File: src/rtl/mips_muldiv_unit_if.sv
// CPU <-> multiply/divide unit port bundle: request strobe, operands, status and HI/LO.
interface mips_muldiv_unit_if #(
    parameter int WIDTH = 32
);
    logic             start;
    logic [5:0]       fncode;
    logic [WIDTH-1:0] op_a;
    logic [WIDTH-1:0] op_b;
    logic             busy;
    logic             done;
    logic [WIDTH-1:0] hi;
    logic [WIDTH-1:0] lo;

    modport master (output start, fncode, op_a, op_b, input busy, done, hi, lo);
    modport slave  (input start, fncode, op_a, op_b, output busy, done, hi, lo);
endinterface

File: src/rtl/mips_muldiv_unit.sv
// MIPS MULT/MULTU/DIV/DIVU/MTHI/MTLO unit owning HI/LO; iterative shift-add and restoring divide.
// Optional MULDIV_FAST_MULT_EN: single-cycle multiply in the MUL state.
module mips_muldiv_unit #(
    parameter int WIDTH = 32
) (
    input  logic                 clk,
    input  logic                 reset_n,
    mips_muldiv_unit_if.slave    bus
);
    localparam int CW = $clog2(WIDTH);
    localparam logic [5:0] FN_MULT  = 6'h18;
    localparam logic [5:0] FN_MULTU = 6'h19;
    localparam logic [5:0] FN_DIV   = 6'h1A;
    localparam logic [5:0] FN_DIVU  = 6'h1B;
    localparam logic [5:0] FN_MTHI  = 6'h11;
    localparam logic [5:0] FN_MTLO  = 6'h13;

    typedef enum logic [1:0] {S_IDLE, S_MUL, S_DIV, S_FIX} state_t;

    state_t               r_state, w_state_nxt;
    logic [CW-1:0]        r_cnt;
    logic                 r_busy, r_done, w_busy_nxt, w_done_nxt;
    logic [WIDTH-1:0]     r_hi, r_lo, w_fix_hi, w_fix_lo;
    logic [WIDTH-1:0]     r_m, r_acc_hi, r_acc_lo, r_a_orig;
    logic                 r_is_div, r_neg_res, r_neg_rem, r_bzero;
    logic                 w_fn_mul, w_fn_div, w_signed, w_accept, w_idle_wr;
    logic [2*WIDTH-1:0]   w_prod;
    logic [WIDTH:0]       w_shift;
    logic [WIDTH+1:0]     w_trial;
    logic                 w_ge;

    function automatic logic [WIDTH-1:0] f_mag(input logic [WIDTH-1:0] v, input logic sgn);
        return (sgn && v[WIDTH-1]) ? -v : v;
    endfunction

    function automatic logic [WIDTH-1:0] f_cond_neg(input logic [WIDTH-1:0] v, input logic neg);
        return neg ? -v : v;
    endfunction

    assign w_fn_mul  = (bus.fncode == FN_MULT) || (bus.fncode == FN_MULTU);
    assign w_fn_div  = (bus.fncode == FN_DIV)  || (bus.fncode == FN_DIVU);
    assign w_signed  = ~bus.fncode[0];
    assign w_idle_wr = (r_state == S_IDLE) && bus.start;
    assign w_accept  = w_idle_wr && (w_fn_mul || w_fn_div);

    always_comb begin
        w_state_nxt = r_state;
        case (r_state)
            S_IDLE: if (w_accept) w_state_nxt = w_fn_div ? S_DIV : S_MUL;
`ifdef MULDIV_FAST_MULT_EN
            S_MUL:  w_state_nxt = S_FIX;
`else
            S_MUL:  if (r_cnt == '0) w_state_nxt = S_FIX;
`endif
            S_DIV:  if (r_cnt == '0) w_state_nxt = S_FIX;
            S_FIX:  w_state_nxt = S_IDLE;
            default: w_state_nxt = S_IDLE;
        endcase
        w_busy_nxt = (w_state_nxt != S_IDLE);
        w_done_nxt = (r_state == S_FIX);
    end

    always_ff @(posedge clk or negedge reset_n) begin
        if (!reset_n) r_state <= S_IDLE;
        else          r_state <= w_state_nxt;
    end

    always_ff @(posedge clk or negedge reset_n) begin
        if (!reset_n) begin
            r_cnt  <= '0;
            r_busy <= 1'b0;
            r_done <= 1'b0;
            r_hi   <= '0;
            r_lo   <= '0;
        end else begin
            r_busy <= w_busy_nxt;
            r_done <= w_done_nxt;
            if (w_accept)           r_cnt <= CW'(WIDTH - 1);
            else if (r_cnt != '0)   r_cnt <= r_cnt - 1'b1;
            if (w_idle_wr && bus.fncode == FN_MTHI) r_hi <= bus.op_a;
            if (w_idle_wr && bus.fncode == FN_MTLO) r_lo <= bus.op_a;
            if (r_state == S_FIX) begin
                r_hi <= w_fix_hi;
                r_lo <= w_fix_lo;
            end
        end
    end

    // Restoring divide step: partial remainder in r_acc_hi, dividend/quotient shifting through r_acc_lo
    assign w_shift = {r_acc_hi, r_acc_lo[WIDTH-1]};
    assign w_trial = {1'b0, w_shift} - {2'b00, r_m};
    assign w_ge    = ~w_trial[WIDTH+1];

`ifdef MULDIV_FAST_MULT_EN
    logic [2*WIDTH-1:0] w_fast;
    assign w_fast = {{WIDTH{1'b0}}, r_m} * {{WIDTH{1'b0}}, r_acc_lo};
`else
    logic [WIDTH:0] w_sum;
    assign w_sum = {1'b0, r_acc_hi} + (r_acc_lo[0] ? {1'b0, r_m} : '0);
`endif

    always_ff @(posedge clk) begin
        case (r_state)
            S_IDLE: if (w_accept) begin
                r_is_div  <= w_fn_div;
                r_a_orig  <= bus.op_a;
                r_bzero   <= (bus.op_b == '0);
                r_neg_res <= w_signed & (bus.op_a[WIDTH-1] ^ bus.op_b[WIDTH-1]);
                r_neg_rem <= w_signed & bus.op_a[WIDTH-1];
                r_acc_hi  <= '0;
                if (w_fn_div) begin
                    r_m      <= f_mag(bus.op_b, w_signed);
                    r_acc_lo <= f_mag(bus.op_a, w_signed);
                end else begin
                    r_m      <= f_mag(bus.op_a, w_signed);
                    r_acc_lo <= f_mag(bus.op_b, w_signed);
                end
            end
`ifdef MULDIV_FAST_MULT_EN
            S_MUL: {r_acc_hi, r_acc_lo} <= w_fast;
`else
            S_MUL: {r_acc_hi, r_acc_lo} <= {w_sum, r_acc_lo[WIDTH-1:1]};
`endif
            S_DIV: begin
                r_acc_hi <= w_ge ? w_trial[WIDTH-1:0] : w_shift[WIDTH-1:0];
                r_acc_lo <= {r_acc_lo[WIDTH-2:0], w_ge};
            end
            default: ;
        endcase
    end

    // Sign fix-up; divide by zero returns the raw dividend in HI regardless of signedness
    assign w_prod = r_neg_res ? -{r_acc_hi, r_acc_lo} : {r_acc_hi, r_acc_lo};

    always_comb begin
        w_fix_hi = w_prod[2*WIDTH-1:WIDTH];
        w_fix_lo = w_prod[WIDTH-1:0];
        if (r_is_div) begin
            if (r_bzero) begin
                w_fix_hi = r_a_orig;
                w_fix_lo = '1;
            end else begin
                w_fix_hi = f_cond_neg(r_acc_hi, r_neg_rem);
                w_fix_lo = f_cond_neg(r_acc_lo, r_neg_res);
            end
        end
    end

    assign bus.busy = r_busy;
    assign bus.done = r_done;
    assign bus.hi   = r_hi;
    assign bus.lo   = r_lo;
endmodule

File: src/flat_wrapper.sv
// flat-port wrapper written by rule: the top's interface ports become plain ports
module mips_muldiv_unit_flat 
#(
    parameter int WIDTH = 32
)
  (clk, reset_n, bus_start, bus_fncode, bus_op_a, bus_op_b, bus_busy, bus_done, bus_hi, bus_lo);
  mips_muldiv_unit_if #(.WIDTH(WIDTH)) bus_i ();
  input  logic clk;
  input  logic reset_n;
  input wire logic [$bits(bus_i.start)-1:0] bus_start;
  input wire logic [$bits(bus_i.fncode)-1:0] bus_fncode;
  input wire logic [$bits(bus_i.op_a)-1:0] bus_op_a;
  input wire logic [$bits(bus_i.op_b)-1:0] bus_op_b;
  output wire logic [$bits(bus_i.busy)-1:0] bus_busy;
  output wire logic [$bits(bus_i.done)-1:0] bus_done;
  output wire logic [$bits(bus_i.hi)-1:0] bus_hi;
  output wire logic [$bits(bus_i.lo)-1:0] bus_lo;
  assign bus_i.start = bus_start;
  assign bus_i.fncode = bus_fncode;
  assign bus_i.op_a = bus_op_a;
  assign bus_i.op_b = bus_op_b;
  assign bus_busy = bus_i.busy;
  assign bus_done = bus_i.done;
  assign bus_hi = bus_i.hi;
  assign bus_lo = bus_i.lo;
  mips_muldiv_unit #(.WIDTH(WIDTH)) u_core (.clk(clk), .reset_n(reset_n), .bus(bus_i));
endmodule
File: config.mk
export PLATFORM = sky130hd
export DESIGN_NAME = mips_muldiv_unit_flat
export DESIGN_NICKNAME = d
export VERILOG_FILES = /design/src/rtl/mips_muldiv_unit_if.sv /design/src/rtl/mips_muldiv_unit.sv /design/src/flat_wrapper.sv
export SDC_FILE = /design/constraint.sdc
export NUM_CORES = 1
export LEC_CHECK = 0
export BUFFER_PORTS_ARGS = -buffer_cell sky130_fd_sc_hd__buf_2
export CORE_ASPECT_RATIO = 1.75
export CORE_MARGIN = 1
export CORE_UTILIZATION = 46
export CTS_CLUSTER_SIZE = 20
export DETAILED_ROUTE_END_ITERATION = 12
export PLACE_DENSITY = 0.63
export SKIP_LAST_GASP = 1
export SYNTH_ARGS = -nofsm -noshare
export SYNTH_HDL_FRONTEND = slang
export SYNTH_SLANG_ARGS = --single-unit
File: constraint.sdc
create_clock -name clk -period 3.1 [get_ports clk]
set_input_delay 0.155 -clock clk [delete_from_list [all_inputs] [get_ports clk]]
set_output_delay 0.155 -clock clk [all_outputs]
set_load 0.03 [all_outputs]
-- After elaboration in Yosys (flattened, before gate mapping)
Cells that the tools add are included.
- add/subtract/negate cells: 8
- eq/ne operators: 10
- muxes and demuxes: 27
- bitwise logic cells: 5
- reductions and logical operators: 21
- operators with widths (kind ; number):
    $mux W32 ; 18
    $pmux W32 S3 ; 2
    $neg A32 Y32 ; 4
    $mux W64 ; 1
    $neg A64 Y64 ; 1
    $eq A6 B5 Y1 const B ; 6
    $sub A33 B32 Y34 ; 1
    $add A32 B33 Y33 ; 1
    $logic_not A32 Y1 ; 1
    $mux W5 ; 2
    $reduce_bool A2 Y1 ; 4
    $logic_and A1 B1 Y1 ; 6
    $mux W2 ; 3
    $pmux W2 S3 ; 1
    $logic_not A5 Y1 ; 1
    $reduce_bool A5 Y1 ; 1
    $sub A5 B1 Y5 const B ; 1
    $eq A2 B2 Y1 const B ; 2
    $reduce_and A2 Y1 ; 2
    $logic_or A1 B1 Y1 ; 3
    $reduce_bool A3 Y1 ; 1
    $and A1 B1 Y1 ; 2
    $eq A2 B1 Y1 const B ; 1
    $logic_not A2 Y1 ; 1
    other kinds (4) ; 5
- bits in registers: 205
- input bits: 73
- word-level logic and storage cells: 85

-- Depth between registers and ports, before layout
Gate-level depths: netlist (run 1).
- word-level depth: 7
- mapped depth: 14
- mapped depth without buffers: 13

-- Least setup slack after synthesis (run 1)
Ideal clock, no wire load.
- kind: register -> register
- from: register u_core.r_acc_lo[0]
- to: register u_core.r_acc_hi[29] (data pin)
- arrival: 3.071 ns
- required time: 2.833 ns
- setup slack: -0.238 ns
- cell stages (with the launch flop): 14
- buffers on the path: 1
- cell sequence: edfxtp_1 -> inv_1 -> clkbuf_1 -> nor2_1 -> ha_1 -> a21o_1 -> a21oi_1 -> a31oi_1 -> a221o_1 -> o22ai_1 -> o31ai_1 -> a31oi_1 -> mux2i_1 -> o211ai_1
- cells in the longest elaborated chain, start to end: 3
- ends and longest elaborated chain (what ; RTL line ; text):
    from (decl) ; mips_muldiv_unit.sv:24 ; logic [WIDTH-1:0] r_m, r_acc_hi, r_acc_lo, r_a_orig;
    from (signal assigned) ; mips_muldiv_unit.sv:113 ; r_acc_lo <= f_mag(bus.op_a, w_signed);
    from (signal assigned) ; mips_muldiv_unit.sv:116 ; r_acc_lo <= f_mag(bus.op_b, w_signed);
    from (signal assigned) ; mips_muldiv_unit.sv:122 ; S_MUL: {r_acc_hi, r_acc_lo} <= {w_sum, r_acc_lo[WIDTH-1:1]};
    $mux W32 ; mips_muldiv_unit.sv:99 ; assign w_sum = {1'b0, r_acc_hi} + (r_acc_lo[0] ? {1'b0, r_m} : '0);
    $add A32 B33 Y33 ; mips_muldiv_unit.sv:99 ;
    $pmux W32 S3 ; mips_muldiv_unit.sv:103 ; case (r_state)
    to (signal assigned) ; mips_muldiv_unit.sv:122 ;
    to (signal assigned) ; mips_muldiv_unit.sv:125 ; r_acc_hi <= w_ge ? w_trial[WIDTH-1:0] : w_shift[WIDTH-1:0];
    to (decl) ; mips_muldiv_unit.sv:24 ;
No other way between the ends.
A chain may end at the register's enable or synchronous reset.

-- Final worst setup path (run 1)
Ends and elaborated chain as after synthesis.

==> results of run 1 <==
per-stage QoR:
stage                     setup WS, ps  total power (uW)  cell area [sq um]  hold WS [ps]  setup TNS [ps]
after floorplan                  -19.4             12400              16400          -141           -19.4
after global placement            -268             16900              19100           409           -3370
after detailed placement          -303             17000              19100           416           -4340
after CTS                        -88.6             20000              20400          15.3            -316
after global routing              -248             22500              21200          21.1           -3600
final                             -118             21300              21200          27.7           -1310
kinds of logic after synthesis:
group / Yosys count / share of synthesized area, %
buffers and inverters: 178 / 4.20
AOI/OAI and AO/OA: 600 / 23.5
and+or+nand+nor: 533 / 15.4
muxes: 113 / 6.94
xor gates and xnor gates: 161 / 8.64
DFF: 205 / 35.5
adders and majority gates: 75 / 5.84
state kept, by name, indices dropped and copies added (netlist names):
name / count
u_core.bus.hi: 32
u_core.r_bzero: 1
u_core.r_a_orig: 32
u_core.r_neg_res: 1
u_core.bus.busy: 1
u_core.r_acc_lo: 32
u_core.r_m: 32
u_core.r_cnt: 5
u_core.r_acc_hi: 32
u_core.bus.lo: 32
u_core.r_neg_rem: 1
u_core.r_is_div: 1
u_core.r_state: 2
u_core.bus.done: 1
layer usage:
metal | up-vias | part of all wire, % | global-route usage [%]
met5 | - | 0 | 0
li1 | 7677 | - | -
met4 | 0 | 7.2 | 21.0
met2 | 672 | 51 | 59.3
met1 | 7978 | 36 | 37.7
met3 | 231 | 5.8 | 3.98
cell usage after synthesis, types with 9 or more instances:
library cell / instances / area (sq um)
a211oi_1: 12 / 90.1
a21o_1: 33 / 248
a21oi_1: 157 / 786
a22o_1: 9 / 78.8
a22oi_1: 59 / 443
a31oi_1: 20 / 125
and3_1: 10 / 62.6
buf_1: 10 / 37.5
clkbuf_1: 92 / 345
dfrtp_1: 73 / 1830
edfxtp_1: 132 / 3960
ha_1: 73 / 913
inv_1: 69 / 259
mux2i_1: 111 / 1110
nand2_1: 183 / 687
nand2b_1: 14 / 87.6
nand3_1: 30 / 150
nand4_1: 10 / 62.6
nor2_1: 143 / 537
nor2b_1: 11 / 68.8
nor3_1: 36 / 180
nor4_1: 16 / 100
o211ai_1: 23 / 173
o21a_1: 11 / 82.6
o21ai_0: 132 / 661
o221ai_1: 9 / 78.8
o22ai_1: 31 / 194
o31ai_1: 28 / 210
o41ai_1: 9 / 78.8
or2_2: 13 / 81.3
or3_1: 20 / 125
or4_1: 18 / 135
xnor2_1: 74 / 648
xor2_1: 87 / 762
final cells by class:
| cell class | count | area (sq um) |
|---|---|---|
| clock inverter | 11 | 113 |
| multi-input combinational | 1482 | 10500 |
| clock buffer | 26 | 554 |
| tap | 460 | 576 |
| timing repair buffer | 453 | 3370 |
| fill | 3133 | 13500 |
| inverter | 69 | 265 |
| sequential | 205 | 5790 |
report_power, final:
part / internal (uW) / total (uW) / switching, uW
logic: 5800 / 13700 / 7880
registers: 4230 / 5040 / 810
clock network: 1440 / 2580 / 1140
path summary, 6_finish.rpt:
| kind | end | slack [ps] | cells past startpoint | from |
|---|---|---|---|---|
| max | u_core.r_acc_hi[29] | -120 | 14 | u_core.r_acc_lo[0] |
| min | u_core.r_state[1] | 30 | 3 | bus_fncode[1] |
| max reg2reg | u_core.r_acc_hi[29] | -120 | 14 | u_core.r_acc_lo[0] |
| min reg2reg | u_core.r_cnt[4] | 500 | 2 | u_core.r_cnt[4] |
| max in group asynchronous | u_core.bus.lo[20] | 1960 | 2 | reset_n |
| min in group asynchronous | u_core.bus.lo[3] | 320 | 2 | reset_n |
tightest hold or removal path, cell delays in order:
cell and delay, ps:
buf_2 130, nand2_1 90, o311ai_0 110
what timing repair did:
item                                    4_1_cts  5_1_grt
hold endpoints to repair                    105        0
gates resized for setup                      49      109
pin swaps                                    22       52
setup buffers                                 7       28
endpoints found under the setup margin       43       59
gates cloned                                  0        7
hold buffers                                 34        0
==> flow_metrics.py, run 1 <==
metrics = {
    "floorplanning": {
        "dieArea_sq_um": 36300,
        "dieWidth_um": 144,
        "ios": 139,
        "core-area_sq_um": 34700,
        "rows": 90,
        "initial_core_util_pct": 47.1,
        "die_h_um": 251,
    },
    "cts": {
        "clk_path_buf_depth": 3,
        "cts_buffers": 21,
        "cts-root-buf": "clkbuf_16",
        "clk_latency_ps": 530,
        "cts_tree": "done",
        "htreeDepth": 1,
        "clk_pin_slew_ps": 70,
        "clock-sinks": 205,
    },
    "timing": {
        "maxSlewViolCount": 0,
        "worst_pin_slew_ps": 1120,
        "rsz0062_at_grt": "yes",
        "max_freq_mhz": 311,
        "period_needed_ps": 3220,
        "skew_ps": 18.6,
        "hold_viol": 0,
        "finalSetupViolCount": 24,
        "min_period_over_period_pct": 104,
        "slew-limit-headroom_pct": 25.0,
        "finalWorstSetupSlack_ps": -118,
    },
    "global_routing": {
        "grt_pass1_vias": 16600,
        "grt_max_degree": 74,
        "antenna_found_initial": 0,
        "track_usage_pct": 33.6,
        "grt_first_pass_wirelength_mm": 92.2,
        "gr-total-overflow": 0,
    },
    "setup_path": {
        "crit_buf_inv": 4,
        "crit_family": "compound AO/OA/AOI/OAI gates",
        "endpoint_kind": "flop",
        "start_kind": "flop",
        "worstPathRequired_ps": 3360,
        "critPathMaxFanout": 7,
        "path_cells": "inv_2 -> buf_8 -> nor2_1 -> ha_1 -> buf_6 -> a21oi_4 -> a31oi_4 -> a221o_1 -> o22ai_4 -> buf_6 -> o31ai_4 -> a31oi_2 -> mux2i_1 -> o211ai_1",
        "worst-endpoint-arrival_ps": 3480,
        "cp_slowest_stage_delay_ps": 440,
        "crit_type": "reg -> reg",
        "path_common_cell": "buf_6",
        "cp_slowest_cell": "edfxtp_1",
    },
    "logic_synthesis": {
        "synth_seq_cells": 205,
        "yosys_most_used_dff": "edfxtp_1",
        "ys_types": 73,
        "ys_seq_area_share_pct": 35.5,
        "syn-cell-area_sq_um": 16300,
        "synth_area_per_cell_sq_um": 8.75,
        "yosys_warnings": 0,
        "syn_inst": 1865,
        "synth_edf_count": 132,
        "syn-num-nets": 2013,
        "synthArstFlopShare_pct": 35.6,
    },
    "status": {
        "status": "finished with violations",
        "violations": "setup timing",
    },
    "detailed_routing": {
        "vias": 16600,
        "totalWireLength_mm": 61.9,
        "first_pass_iters": 5,
        "vias_per_cell": 6.12,
        "drt-initial-drc-count": 1249,
        "drc": 0,
        "wl_per_cell_um": 22.9,
        "final_antenna_net_count": 0,
    },
    "cells_and_area": {
        "diodes": 0,
        "final_cell_mix": "buf_4 (254), nand2_1 (178), a21oi_1 (143)",
        "fin_nets": 2380,
        "layout-drive-gt1-share_pct": 25.6,
        "syn_to_final_growth_pct": 29.6,
        "utilization_pct": 61.0,
        "final_common_cell": "buf_4",
        "stdcell_count": 2706,
    },
    "pwr": {
        "p_leak_uw": 0.00870,
        "vdd_drop_max_uv": 991,
        "power-per-cell-area_nw_per_um2": 1010,
    },
    "job": {
        "max_cap_violations": 0,
    },
    "worst_hold_path": {
        "hold_path.class": "in -> reg",
    },
    "placement": {
        "place.port_buffers": 138,
        "hpwl_mm": 45.6,
        "dp.cells": 2595,
        "gp_congestion": 0.972,
    },
}
Note: power is estimated with default switching activity, not from simulation.
==> inputs of run 2 (changes only) <==
--- a/config.mk
+++ b/config.mk
@@ -11,7 +11,7 @@
 export CORE_UTILIZATION = 46
 export CTS_CLUSTER_SIZE = 20
 export DETAILED_ROUTE_END_ITERATION = 12
-export PLACE_DENSITY = 0.63
+export PLACE_DENSITY = 0.6
 export SKIP_LAST_GASP = 1
 export SYNTH_ARGS = -nofsm -noshare
 export SYNTH_HDL_FRONTEND = slang
==> constraint.sdc (replaced) <==
create_clock -name clk -period 3.7 [get_ports clk]
set_input_delay 0.185 -clock clk [delete_from_list [all_inputs] [get_ports clk]]
set_output_delay 0.185 -clock clk [all_outputs]
set_load 0.03 [all_outputs]
==> run 2 against run 1 <==
  * The flow now finishes without violations
  * Sequential power is 12% lower
  * Clock skew about the same
  * Global-route usage shrank 0.89 points
  * Count of clock-buffer cells in the layout fell by 2
  * Die area unchanged
  * Wire length decreased by 5.8%
  * Largest cell class unchanged
  * Largest power group unchanged
==> flow_metrics.py, run 2 (synthesis results as in run 1) <==
metrics = {
    "cells_and_area": {
        "fill_cells": 3391,
        "register_area_sq_um": 5790,
        "multiInputGateArea_sq_um": 9890,
        "fin_nets": 2199,
        "final_cell_mix": "nand2_1 (182), a21oi_1 (157), nor2_1 (142)",
        "stdcell_count": 2526,
        "syn_to_final_growth_pct": 16.4,
        "layout-drive-gt1-share_pct": 15.0,
        "final_common_cell": "nand2_1",
    },
    "cts": {
        "clk_path_buf_depth": 3,
        "post_cts_buffers": 0,
        "cts_tree": "done",
        "cts-root-buf": "clkbuf_16",
        "clk_pin_slew_ps": 60,
        "clock-sinks": 205,
        "htreeDepth": 1,
        "clk_latency_ps": 530,
        "cts_buffers": 21,
    },
    "status": {
        "status": "complete, no violations",
    },
    "setup_path": {
        "start_kind": "flop",
        "worst-endpoint-arrival_ps": 3910,
        "critPathMaxFanout": 12,
        "worstPathRequired_ps": 4080,
        "endpoint_kind": "flop",
        "crit_type": "reg -> reg",
    },
    "placement": {
        "dp.cells": 2457,
        "hpwl_mm": 45.0,
        "place.port_buffers": 138,
        "gp_congestion": 0.976,
    },
    "global_routing": {
        "track_usage_pct": 32.7,
        "grt_max_degree": 69,
        "grt_pass1_vias": 15900,
        "grt_first_pass_wirelength_mm": 89.8,
        "gr-total-overflow": 0,
        "antenna_found_initial": 1,
    },
    "timing": {
        "maxSlewViolCount": 0,
        "worst_pin_slew_ps": 972,
        "slew-limit-headroom_pct": 35.0,
        "hold_viol": 0,
        "period_needed_ps": 3540,
        "min_period_over_period_pct": 95.6,
        "skew_ps": 19.0,
        "max_freq_mhz": 283,
        "rsz0062_at_grt": "no",
        "finalSetupViolCount": 0,
        "fin_tns_setup_ps": 0,
    },
    "floorplanning": {
        "initial_core_util_pct": 47.1,
        "core-area_sq_um": 34700,
        "rows": 90,
        "die_h_um": 251,
        "dieArea_sq_um": 36300,
        "ios": 139,
        "dieWidth_um": 144,
    },
    "worst_hold_path": {
        "hold_path.class": "in -> reg",
    },
    "detailed_routing": {
        "drc": 0,
        "vias_per_cell": 6.15,
        "drt-initial-drc-count": 979,
        "vias": 15500,
        "final_antenna_net_count": 0,
        "first_pass_iters": 6,
        "totalWireLength_mm": 58.3,
        "wl_per_cell_um": 23.1,
    },
    "pwr": {
        "p_leak_uw": 0.00764,
        "power-per-cell-area_nw_per_um2": 823,
        "vdd_drop_max_uv": 685,
    },
    "job": {
        "max_cap_violations": 0,
    },
}
[run 2: area by class of cell]
class	instances	share of cell area (%)
multi-input cells	1482	52.0
flip-flops and latches	205	30.5
repair buffers	272	9.61
well taps	460	3.03
clock buffers	24	2.82
inverters	69	1.36
clock inverters	13	0.684
diodes	1	0.0132
[run 2: stage by stage]
step / setup slack [ps] / hold WS (ps) / util, % / power, uW / instance area [sq um]
after detailed placement: 126 / 293 / 52.0 / 13400 / 18000
after CTS: 99.8 / 11.9 / 54.8 / 15600 / 19000
final: 163 / 27.9 / 54.8 / 15700 / 19000
after global routing: 4.71 / 27.4 / 54.8 / 16700 / 19000
after global placement: 157 / 280 / 52.0 / 13300 / 18000
after floorplan: 362 / -111 / - / 10300 / 16300
[run 2: power by group]
part           internal [uW]  switching (uW)  leakage (uW)  total (uW)
clock                   1190             975      0.000316        2160
sequential              3550             873       0.00201        4420
combinational           3480            5590       0.00531        9060
total                   8220            7430       0.00764       15700
[run 2: what timing repair did]
action                                  CTS  global route
endpoints found under the hold margin    75             0
hold buffers                             31             0
endpoints found under the setup margin    0             8
gates resized for setup                   0             3
[run 2: final timing paths]
| check | startpoint | end | slack [ps] | depth (start not counted) |
|---|---|---|---|---|
| max | u_core.r_acc_lo[11] | u_core.bus.hi[13] | 160 | 8 |
| min | bus_fncode[0] | u_core.r_neg_res | 30 | 2 |
| max reg2reg | u_core.r_acc_lo[11] | u_core.bus.hi[13] | 160 | 8 |
| min reg2reg | u_core.r_cnt[4] | u_core.r_cnt[4] | 500 | 2 |
| max in group asynchronous | reset_n | u_core.bus.lo[26] | 2570 | 3 |
| min in group asynchronous | reset_n | u_core.bus.lo[4] | 260 | 2 |
[run 2: worst max-delay path, stage by stage (launching register included)]
cell and delay (ps):
edfxtp_1 510, or4_4 600, or3_1 340, or3_1 510
or2_4 410, o21ai_0 260, mux2_2 380, a221oi_1 300
a21oi_1 80
[run 2: metal layers]
metal  wire length [um]  GRT usage, %  up-vias
met5                  0             0        -
met4               3670          19.6        0
met3               2850          2.86      171
met2              29700          57.9      570
met1              22100          37.6     7488
li1                   -             -     7303
==> inputs of run 3 (changes only) <==
--- a/config.mk
+++ b/config.mk
@@ -11,6 +11,7 @@
 export CORE_UTILIZATION = 46
 export CTS_CLUSTER_SIZE = 20
 export DETAILED_ROUTE_END_ITERATION = 12
+export GPL_TIMING_DRIVEN = 0
 export PLACE_DENSITY = 0.6
 export SKIP_LAST_GASP = 1
 export SYNTH_ARGS = -nofsm -noshare
==> run 3 against run 2 <==
  * Global-route usage increased by 5.0 points
  * Total power increased by 5.5%
  * Sequential share of layout area down 0.42 points
  * First-iteration DRC count increased by 8.7%
  * Worst setup slack worse by 120 ps
  * Final area up 1.4%
  * Register-to-register slack got worse by 120 ps
  * Sequential power rose by 2%
  * Hold slack improved by 4.1 ps
  * Critical path depth is 2 higher
  * Critical endpoint is now u_core.r_acc_hi[23]
  * Largest cell class unchanged
  * Highest routed layer unchanged
==> flow_metrics.py, run 3 (synthesis results as in run 1) <==
metrics = {
    "status": {
        "status": "complete, no violations",
    },
    "pwr": {
        "p_clk_share_pct": 15.9,
        "vdd_drop_max_uv": 908,
        "p_leak_uw": 0.00755,
        "p_sw_uw": 7930,
        "power-per-cell-area_nw_per_um2": 857,
        "combinationalPowerShare_pct": 56.7,
        "p_int_uw": 8590,
        "switching_share_pct": 48.0,
        "seq_power_share_pct": 27.4,
    },
    "global_routing": {
        "grt_first_pass_wirelength_mm": 98.7,
        "track_usage_pct": 37.7,
        "grt_max_degree": 47,
        "grt_pass1_vias": 16200,
        "gr-total-overflow": 0,
        "antenna_found_initial": 0,
    },
    "setup_path": {
        "worst-endpoint-arrival_ps": 3940,
        "endpoint_kind": "flop",
        "start_kind": "flop",
        "crit_type": "reg -> reg",
        "worstPathRequired_ps": 3980,
        "critPathMaxFanout": 10,
        "rr_startpoint": "u_core.r_acc_hi[3]",
        "worstSetupStartpoint": "u_core.r_acc_hi[3]",
    },
    "worst_hold_path": {
        "hold_path.class": "in -> reg",
        "min_from": "bus_op_a[11]",
    },
    "cells_and_area": {
        "final_common_cell": "nand2_1",
        "fill_cells": 3300,
        "syn_to_final_growth_pct": 18.1,
        "layout-drive-gt1-share_pct": 13.4,
        "fin_nets": 2233,
        "diodes": 0,
        "final_cell_mix": "nand2_1 (180), a21oi_1 (152), nor2_1 (141)",
    },
    "cts": {
        "cts-root-buf": "clkbuf_16",
        "cts_buffers": 22,
        "htreeDepth": 1,
        "clk_pin_slew_ps": 60,
        "clock-sinks": 205,
        "clk_latency_ps": 550,
        "cts_tree": "done",
        "clk_path_buf_depth": 3,
    },
    "detailed_routing": {
        "wl_per_cell_um": 26.7,
        "totalWireLength_mm": 68.4,
        "vias": 16100,
        "first_pass_iters": 8,
        "drt-initial-drc-count": 1064,
        "drc": 0,
        "final_antenna_net_count": 0,
        "vias_per_cell": 6.29,
    },
    "timing": {
        "period_needed_ps": 3660,
        "fin_tns_setup_ps": 0,
        "worst_pin_slew_ps": 1210,
        "worst_hold_slack_ps": 32.0,
        "maxSlewViolCount": 0,
        "slew-limit-headroom_pct": 19.1,
        "max_freq_mhz": 273,
        "finalSetupViolCount": 0,
        "rsz0062_at_grt": "yes",
        "hold_viol": 0,
        "min_period_over_period_pct": 98.9,
        "skew_ps": 23.8,
    },
    "floorplanning": {
        "die_h_um": 251,
        "core-area_sq_um": 34700,
        "rows": 90,
        "initial_core_util_pct": 47.1,
        "dieArea_sq_um": 36300,
        "ios": 139,
        "dieWidth_um": 144,
    },
    "placement": {
        "place.port_buffers": 137,
        "gp_congestion": 0.999,
        "hpwl_mm": 53.8,
    },
    "job": {
        "max_cap_violations": 0,
    },
}
==> run 3: critical path, stage by stage (launching register included) <==
cell        delay (ps)
edfxtp_1           550
ha_1               440
o21ai_0            150
a211o_1            360
a311oi_4           480
a21o_1             290
a41o_1             190
clkbuf_4           220
buf_8              200
clkinvlp_4         230
a31o_2             290
==> run 3: metrics by stage <==
| step | cell area [sq um] | total power, uW | setup WS (ps) | std cells | utilization [%] |
|---|---|---|---|---|---|
| after CTS | 19100 | 16200 | 4.32 | 2550 | 55.0 |
| final | 19300 | 16500 | 41.7 | 2560 | 55.6 |
| after detailed placement | 17700 | 13200 | -1400 | 2465 | 50.9 |
| after global routing | 19300 | 17400 | -37.9 | 2560 | 55.6 |
| after floorplan | 16300 | 10300 | 362 | 1865 | - |
| after global placement | 17600 | 13000 | -1440 | 2462 | 50.7 |
==> run 3: per-layer routing <==
| layer | vias up | GRT usage, % | wire length (um) |
|---|---|---|---|
| li1 | 7386 | - | - |
| met3 | 279 | 4.74 | 3770 |
| met5 | - | 0 | 0 |
| met2 | 732 | 66.6 | 34400 |
| met1 | 7706 | 38.6 | 23400 |
| met4 | 0 | 32.4 | 6740 |
==> run 3: final timing paths <==
kind	end	slack, ps	cells after the start
setup / recovery	u_core.r_acc_hi[23]	40	10
hold / removal	u_core.r_a_orig[11]	30	1
setup reg to reg	u_core.r_acc_hi[23]	40	10
hold reg to reg	u_core.r_cnt[4]	500	2
max in group asynchronous	u_core.bus.hi[26]	2900	3
min in group asynchronous	u_core.bus.lo[6]	170	2
==> run 3: power by group through the flow <==
stage / clock [uW] / combinational, uW / sequential (uW)
after floorplan: 0 / 5450 / 4870
after global placement: 0 / 8360 / 4650
after detailed placement: 0 / 8520 / 4630
after CTS: 2660 / 8990 / 4520
after global routing: 2730 / 10100 / 4600
final: 2630 / 9360 / 4530
==> run 3: timing repair <==
item                                   in CTS  in global routing
endpoints found under the hold margin      66                  0
pin swaps                                   4                  9
resized for setup                          36                 38
hold buffers                               31                  0
setup endpoints to repair                  52                 33
setup buffers                              17                 10
==> run 3: layout make-up <==
| type | instances | area (sq um) | area share [%] |
|---|---|---|---|
| timing repair buffer | 198 | 1270 | 6.61 |
| clock inverter | 11 | 208 | 1.08 |
| inverter | 69 | 267 | 1.38 |
| multi-input combinational | 1482 | 10100 | 52.3 |
| buffer | 107 | 448 | 2.32 |
| tap | 460 | 576 | 2.99 |
| sequential | 205 | 5790 | 30.0 |
| clock buffer | 28 | 636 | 3.30 |
